### config.mk
export PLATFORM = sky130hd
export DESIGN_NAME = dbg_step_display
export DESIGN_NICKNAME = d
export VERILOG_FILES = /design/src/rtl/dbg_step_display_pkg.sv /design/src/rtl/dbg_step_display_hex7seg.sv /design/src/rtl/dbg_step_display.sv
export SDC_FILE = /design/constraint.sdc
export NUM_CORES = 1
export LEC_CHECK = 0
export BUFFER_PORTS_ARGS = -buffer_cell sky130_fd_sc_hd__buf_2
export CORE_MARGIN = 3
export CORE_UTILIZATION = 49
export CTS_CLUSTER_DIAMETER = 150
export CTS_CLUSTER_SIZE = 28
export DETAILED_ROUTE_END_ITERATION = 7
export PLACE_DENSITY = 0.78
export SYNTH_ARGS = -nofsm -noshare
export SYNTH_HDL_FRONTEND = slang
export SYNTH_SLANG_ARGS = --single-unit
### constraint.sdc
create_clock -name clk -period 2.25 [get_ports clk]
set_input_delay 0.225 -clock clk [delete_from_list [all_inputs] [get_ports clk]]
set_output_delay 0.225 -clock clk [all_outputs]
set_load 0.005 [all_outputs]
### src/rtl/dbg_step_display_pkg.sv
// dbg_step_display_pkg: FSM state encoding and active-low hex segment table
package dbg_step_display_pkg;
  typedef enum logic [1:0] {ST_HALT = 2'd0, ST_RUN = 2'd1, ST_STEP = 2'd2} state_t;
  localparam logic [6:0] SEG_LUT [16] = '{
    7'b1000000, 7'b1111001, 7'b0100100, 7'b0110000,
    7'b0011001, 7'b0010010, 7'b0000010, 7'b1111000,
    7'b0000000, 7'b0010000, 7'b0001000, 7'b0000011,
    7'b1000110, 7'b0100001, 7'b0000110, 7'b0001110
  };
endpackage

### src/rtl/dbg_step_display_hex7seg.sv
// hex7seg: one hex nibble to active-low gfedcba segments
module hex7seg
  import dbg_step_display_pkg::*;
(
  input  logic [3:0] hex,
  output logic [6:0] seg
);
  assign seg = SEG_LUT[hex];
endmodule

### src/rtl/dbg_step_display.sv
// dbg_step_display: run/halt/single-step CPU clock enable with PC/result hex display
module dbg_step_display
  import dbg_step_display_pkg::*;
#(
  parameter int CLK_HZ     = 50_000_000,
  parameter int TICK_HZ    = 1,
  parameter int DEB_CYCLES = 1_000_000,
  parameter int DIGITS     = 6,
  parameter int DATA_W     = 32
) (
  input  logic                  clk,
  input  logic                  rst,
  input  logic                  mode_run,
  input  logic                  step_btn,
  input  logic                  page,
  input  logic [31:0]           pc_in,
  input  logic [DATA_W-1:0]     result_in,
  output logic                  cpu_en,
  output logic [7*DIGITS-1:0]   seg,
  output logic [15:0]           step_count
);
  localparam int DIV = CLK_HZ / TICK_HZ;
  localparam int TW  = DIV > 1 ? $clog2(DIV) : 1;
  localparam int DW  = $clog2(DEB_CYCLES + 1);
  localparam int WW  = 4 * (DIGITS - 2);
  logic [TW-1:0]     tcnt;
  logic              tick;
  logic              s1, s2, deb, deb_q, req;
  logic [DW-1:0]     dcnt;
  logic              dhit;
  state_t            state, nxt;
  logic              en_q;
  logic [7:0]        pc_snap;
  logic [DATA_W-1:0] res_snap;
  logic [2*WW-1:0]   res_pad;
  logic [WW-1:0]     win;
  logic              unused;
  assign unused = ^pc_in[31:8];
  assign tick   = tcnt == TW'(DIV - 1);
  assign dhit   = s2 != deb && dcnt == DW'(DEB_CYCLES - 1);
  assign req    = deb & ~deb_q;
  always_comb
    nxt = state == ST_HALT ? (mode_run ? ST_RUN : req ? ST_STEP : ST_HALT) :
          state == ST_RUN  ? (mode_run ? ST_RUN : ST_HALT) : ST_HALT;
  always_ff @(posedge clk) begin
    if (rst) begin
      tcnt       <= '0;
      s1         <= 1'b0;
      s2         <= 1'b0;
      deb        <= 1'b0;
      deb_q      <= 1'b0;
      dcnt       <= '0;
      state      <= ST_HALT;
      cpu_en     <= 1'b0;
      en_q       <= 1'b0;
      step_count <= '0;
      pc_snap    <= '0;
      res_snap   <= '0;
    end else begin
      tcnt       <= tick ? '0 : tcnt + 1'b1;
      s1         <= step_btn;
      s2         <= s1;
      deb_q      <= deb;
      dcnt       <= (s2 == deb || dhit) ? '0 : dcnt + 1'b1;
      deb        <= dhit ? s2 : deb;
      state      <= nxt;
      // the tick is honoured even if mode_run drops in the same cycle
      cpu_en     <= !cpu_en && ((state == ST_RUN && tick) || state == ST_STEP);
      en_q       <= cpu_en;
      step_count <= step_count + 16'(cpu_en);
      if (en_q) begin
        pc_snap  <= pc_in[7:0];
        res_snap <= result_in;
      end
    end
  end
  assign res_pad = (2*WW)'(res_snap);
  assign win     = page ? res_pad[2*WW-1:WW] : res_pad[WW-1:0];
  for (genvar k = 0; k < DIGITS; k++) begin : g_dig
    logic [3:0] nib;
    if (k < 2) begin : g_pc
      assign nib = pc_snap[7-4*k -: 4];
    end else begin : g_res
      assign nib = win[4*(DIGITS-1-k) +: 4];
    end
    hex7seg u_hex (.hex(nib), .seg(seg[7*k +: 7]));
  end
endmodule

# Yosys cells after proc, flatten, opt, wreduce, memory -nomap -nowiden
# Memories as Yosys holds them, arrays and structs flattened.
# Cells that the tools add are included.
# classes
n_reduce_logical	9
n_addsub	3
muxes	18
n_lt_le_gt_ge	6
eq_ne	6
n_bitwise	8
# op_table
operator	count
7-bit 2-to-1 mux	12
5-bit >= comparator, second input constant	6
4-bit inverter with 5-bit output	6
26-bit by 1-bit adder with 26-bit output, second input constant	1
26-bit equality test, second input constant	1
20-bit by 1-bit adder with 20-bit output, second input constant	1
20-bit equality test, second input constant	1
16-bit by 1-bit adder with 16-bit output	1
16-bit 2-to-1 mux	1
2-bit 2-to-1 mux	3
2-bit OR reduction	2
1-bit logical AND	3
2-bit by 1-bit equality test with 1-bit output, second input constant	1
2-bit equality test, second input constant	1
2-bit zero test	1
1-bit logical OR	2
1-bit 2-to-1 mux	2
1-bit bitwise AND	1
1-bit equality test	1
1-bit zero test	1
1-bit inequality test	1
1-bit inverter	1
# totals
elab_cells	68
register_bits	110
mem_count	6
inputBits	69
output_inout_bits	59
rom_bits	672
# memory_table
memory	depth	word_bits	rd	rd_clocked_by_memory_dff	write_ports	line	rtl
(no name shown)	16	7	1	0	0	dbg_step_display_hex7seg.sv:8	assign seg = SEG_LUT[hex];
(no name shown)	16	7	1	0	0	dbg_step_display_hex7seg.sv:8	
(no name shown)	16	7	1	0	0	dbg_step_display_hex7seg.sv:8	
(no name shown)	16	7	1	0	0	dbg_step_display_hex7seg.sv:8	
(no name shown)	16	7	1	0	0	dbg_step_display_hex7seg.sv:8	
(no name shown)	16	7	1	0	0	dbg_step_display_hex7seg.sv:8	

# Longest topological paths before layout
# depth
word_depth	5
depth_mapped	9
mapped_depth_nobuf	7

# Modules after synthesis
# Synthesis repeated with hierarchy kept, for this count alone.
# hier_totals
hier_cells	687
hier_area_um2	6254.7
# by_module_without_submodules
module	n_inst	seq_area_each_um2	area_per_inst_um2	cells_each
dbg_step_display	1	2202.1	4630.7	492
hex7seg (g_dig[1].u_hex ...)	5	0.0	275.3	32
hex7seg (g_dig[0].u_hex)	1	0.0	247.7	35

# Worst setup path before layout
# OpenSTA, ideal clock, no wires.
# synth_timing
path_type	input port to output port
start	input port page
end	output port seg[24]
slack_ns	0.127
required_ns	2.025
arrival_time_ns	1.898
stages	6
path_buffers	2
cell_sequence	clkbuf_1 > buf_2 > mux2i_1 > inv_1 > ha_1 > mux4_2
# synth_between
elab_chain_cells	5
# synth_lines
item	line	rtl
start, declared	dbg_step_display.sv:15	input logic page,
16-bit 2-to-1 mux	dbg_step_display.sv:78	assign win = page ? res_pad[2*WW-1:WW] : res_pad[WW-1:0];
4-bit inverter with 5-bit output (implied by the code)	dbg_step_display_hex7seg.sv:8	
memory 16 x 7 bit	n/a	
7-bit 2-to-1 mux (implied by the code) (2 in a row)	dbg_step_display_hex7seg.sv:8	
end, declared	dbg_step_display.sv:19	output logic [7*DIGITS-1:0] seg,
# Every way passes these cells. The select of a mux whose other input is x is not followed.

# Final worst setup path
# layout_timing
start	register res_snap[24] (netlist: res_pad[24])
end	output port seg[24]
# layout_between
elab_chain_cells	5
# layout_lines
item	line	rtl
start, declared	dbg_step_display.sv:34	logic [DATA_W-1:0] res_snap;
start signal, assigned	dbg_step_display.sv:73	res_snap <= result_in;
16-bit 2-to-1 mux	dbg_step_display.sv:78	
4-bit inverter with 5-bit output (implied by the code)	dbg_step_display_hex7seg.sv:8	
memory 16 x 7 bit	n/a	
7-bit 2-to-1 mux (implied by the code) (2 in a row)	dbg_step_display_hex7seg.sv:8	
# Every way passes these cells. The select of a mux whose other input is x is not followed.

==> impl_metrics.env <==
export IMPL_outcome="finished clean"
export IMPL_root_buffer="clkbuf_16"
export IMPL_regArea_um2=2200
export IMPL_grt_pass1_wl_um=22000
export IMPL_critPathLaunchType="flip-flop"
export IMPL_arrival_ns=1.93
export IMPL_finalNonFillerCells=943
export IMPL_tightest_slew_ns=0.667
export IMPL_cts_max_level=3
export IMPL_drt_initial_drc_count=404
export IMPL_finalSetupViolations=0
export IMPL_power_leakage_nw=2.80
export IMPL_post_drt_wl_per_cell_um=14.3
export IMPL_grt_usage_pct=19.4
export IMPL_place_inst=929
export IMPL_antenna_found_initial=0
export IMPL_vias=5336
export IMPL_yosys_warnings=0
export IMPL_whs_endpoint="s1$_SDFF_PP0_"
export IMPL_pwr_density_cell_nw_per_um2=526
export IMPL_ys_top_cells_by_area="dfxtp_1, mux2i_1, ha_1"
export IMPL_synth_top_area_cell="dfxtp_1"
export IMPL_cts_max_path_buffers=2
export IMPL_ys_types=55
export IMPL_crit_buf_inv=3
export IMPL_final_fill_count=981
export IMPL_critPathCaptureType="output port"
export IMPL_synth_cells=692
export IMPL_max_slew_margin_pct=55.5
export IMPL_synthFlopType="dfxtp_1"
export IMPL_initial_core_util_pct=51.2
export IMPL_design_core_area_um2=11700
export IMPL_reg2reg_depth=6
export IMPL_hold_path_depth=2
export IMPL_wirelength_um=13500
export IMPL_grt_pass1_vias=4904
export IMPL_crit_type="flip-flop to output port"
export IMPL_synthArstFlopShare_pct=0
export IMPL_r2r_start="tcnt[0]$_SDFF_PP0_"
export IMPL_cpMaxStageDelayCell="mux4_2"
export IMPL_slowest_delay_ns=0.44
export IMPL_yosysTopAreaCellShare_pct=36.7
export IMPL_final_net_count=906
export IMPL_cts_clk_slew_worst_paths_ns=0.07
export IMPL_cp_max_fo=5
export IMPL_ios=128
export IMPL_place_area_um2=6720
export IMPL_path_cells="mux2i_1 -> buf_4 -> ha_1 -> inv_1 -> mux4_2 -> buf_2"
export IMPL_reg2reg_slack_ns=0.21
export IMPL_num_rows=39
export IMPL_multi_input_area_um2=3580
export IMPL_skew_ns=0.00889
export IMPL_tritoncts="built"
export IMPL_maxCapViolCount=0
export IMPL_io_buffers=103
export IMPL_hp_start="step_btn"
export IMPL_numCtsBuffers=9
export IMPL_die_area_um2=13600
export IMPL_synth_area_per_cell_um2=8.67
export IMPL_ys_seq_elements=110
export IMPL_fin_crit_sh_pct=95.6
export IMPL_grt_start_max_net_pins=59
export IMPL_period_needed_ns=2.15
export IMPL_gp_congestion=1.05
export IMPL_syn_to_final_growth_pct=17.1
export IMPL_synth_nets=801
export IMPL_overflow=0
export IMPL_p_total_w=0.00369
export IMPL_peakVddDrop_uv=416
export IMPL_fin_ws_ns=0.0998
export IMPL_drv_slew=0
export IMPL_ant_nets=0
export IMPL_post_dp_hpwl_um=10000
export IMPL_synth_edff_count=0
export IMPL_die_height_um=117
export IMPL_viasPerCell=5.66
export IMPL_drive_gt1_share_pct=19.4
export IMPL_cts_resized=0
export IMPL_rsz0062_at_grt="no"
export IMPL_crit_family="multiplexers"
export IMPL_netlist_area_um2=6000
export IMPL_place_ws_ns=0.154
export IMPL_insertion_delay_ns=0.34
export IMPL_critPathRequiredTime_ns=2.03
export IMPL_finalHoldViolCount=0
export IMPL_drt_first_pass_iters=5
export IMPL_yosysSeqAreaShare_pct=36.7
export IMPL_r2r_end="tcnt[22]$_SDFF_PP0_"
export IMPL_cts_hold_buf=0
export IMPL_die_width_um=117
export IMPL_cts_sinks=110
export IMPL_postCtsSetupBuffers=0
export IMPL_drc=0
export IMPL_fin_area_um2=7020
export IMPL_max_freq_mhz=465
export IMPL_fin_tns_setup_ns=0
export IMPL_hp_class="input port to flip-flop"
export IMPL_diodes=0
## stage by stage
| stage | hold slack (ns) | utilization, % |
|---|---|---|
| global route | 0.118 | 60.0 |
| finish | 0.0962 | 60.0 |
| CTS | 0.0850 | 60.0 |
| detailed placement | 0.429 | 57.4 |
| global placement | 0.418 | 57.4 |
| floorplan | 0.353 | - |
## placed cells by master (no fill, tap or decap), drive strengths merged, types with 6 or more instances in the layout
| cell type | n |
|---|---|
| nand2 | 52 |
| inv | 28 |
| dfxtp | 110 |
| xnor2 | 19 |
| o21ai | 34 |
| or4 | 14 |
| or3 | 18 |
| nor4 | 9 |
| nand3 | 20 |
| buf | 120 |
| mux2i | 61 |
| nor2b | 10 |
| nor2 | 97 |
| a32o | 7 |
| nor3 | 6 |
| o31ai | 11 |
| xor2 | 13 |
| mux2 | 6 |
| a21oi | 37 |
| ha | 40 |
| nand4 | 15 |
| clkbuf | 11 |
| and3 | 7 |
## layer usage
metal | vias to the layer above | global-route usage (%) | share of wire [%] | wire [µm]
li1 | 2654 | - | - | -
met1 | 2505 | 24.1 | 43 | 5810
met2 | 157 | 34.5 | 50 | 6780
met3 | 20 | 4.56 | 5.7 | 774
met4 | 0 | 3.90 | 0.78 | 105
met5 | - | 0 | 0 | 0
## worst max-delay path by stage
stage | startpoint | cells past startpoint | to
3_3_place_gp | page | 10 | seg[31]
6_report | res_pad[24]$_SDFFE_PP0P_ | 6 | seg[24]
5_1_grt | res_pad[24]$_SDFFE_PP0P_ | 6 | seg[24]
2_1_floorplan | page | 6 | seg[24]
4_1_cts | res_pad[24]$_SDFFE_PP0P_ | 6 | seg[24]
3_5_place_dp | page | 10 | seg[31]
## flip-flops by register name (all words and copies together), names as in the netlist
register	cells
dcnt	20
s2	1
state	2
res_pad	32
deb	1
s1	1
tcnt	26
cpu_en	1
step_count	16
en_q	1
deb_q	1
pc_snap	8
## synth_stat cells (3+ instances only)
cell and number:
dfxtp_1 110, nor2_1 97, mux2i_1 61, nand2_1 52, ha_1 40, a21oi_1 37
o21ai_0 33, inv_1 28, xnor2_1 19, nand3_1 18, clkbuf_1 17, or3_1 17
nand4_1 14, or4_1 13, xor2_1 13, o31ai_1 11, nor2b_1 10, nor4_1 9
a32o_1 7, and3_1 6, buf_2 6, mux2_2 6, nor3_1 6, a22o_1 5
a31oi_1 5, buf_1 4, a211oi_1 3, a22oi_1 3, and4_1 3, nand2b_1 3
o2bb2ai_1 3
## power by group
| group | total (W) | internal [W] | switching (W) | leakage, nW |
|---|---|---|---|---|
| clock network | 0.00163 | 0.000964 | 0.000664 | 0.148 |
| logic | 0.000105 | 0.0000485 | 0.0000568 | 1.77 |
| registers | 0.00196 | 0.00195 | 0.00000758 | 0.887 |
## final cells by class
class | count | area share, %
Clock buffer | 10 | 3.26
Clock inverter | 4 | 1.05
Inverter | 28 | 1.50
Multi-Input combinational cell | 527 | 51.0
Sequential cell | 110 | 31.4
Tap cell | 143 | 2.55
Timing Repair Buffer | 121 | 9.30
## kinds of logic after synthesis
kind of cell / Yosys count / share of synthesized area (%)
AND/OR/NAND/NOR: 270 / 22.7
adder cells (fa/ha/maj): 40 / 8.35
flip-flops: 110 / 36.7
multiplexers: 69 / 12.1
buffers and inverters: 55 / 3.57
AO/OA/AOI/OAI: 116 / 12.0
XOR/XNOR: 32 / 4.67
(Power assumes the default switching activity.)
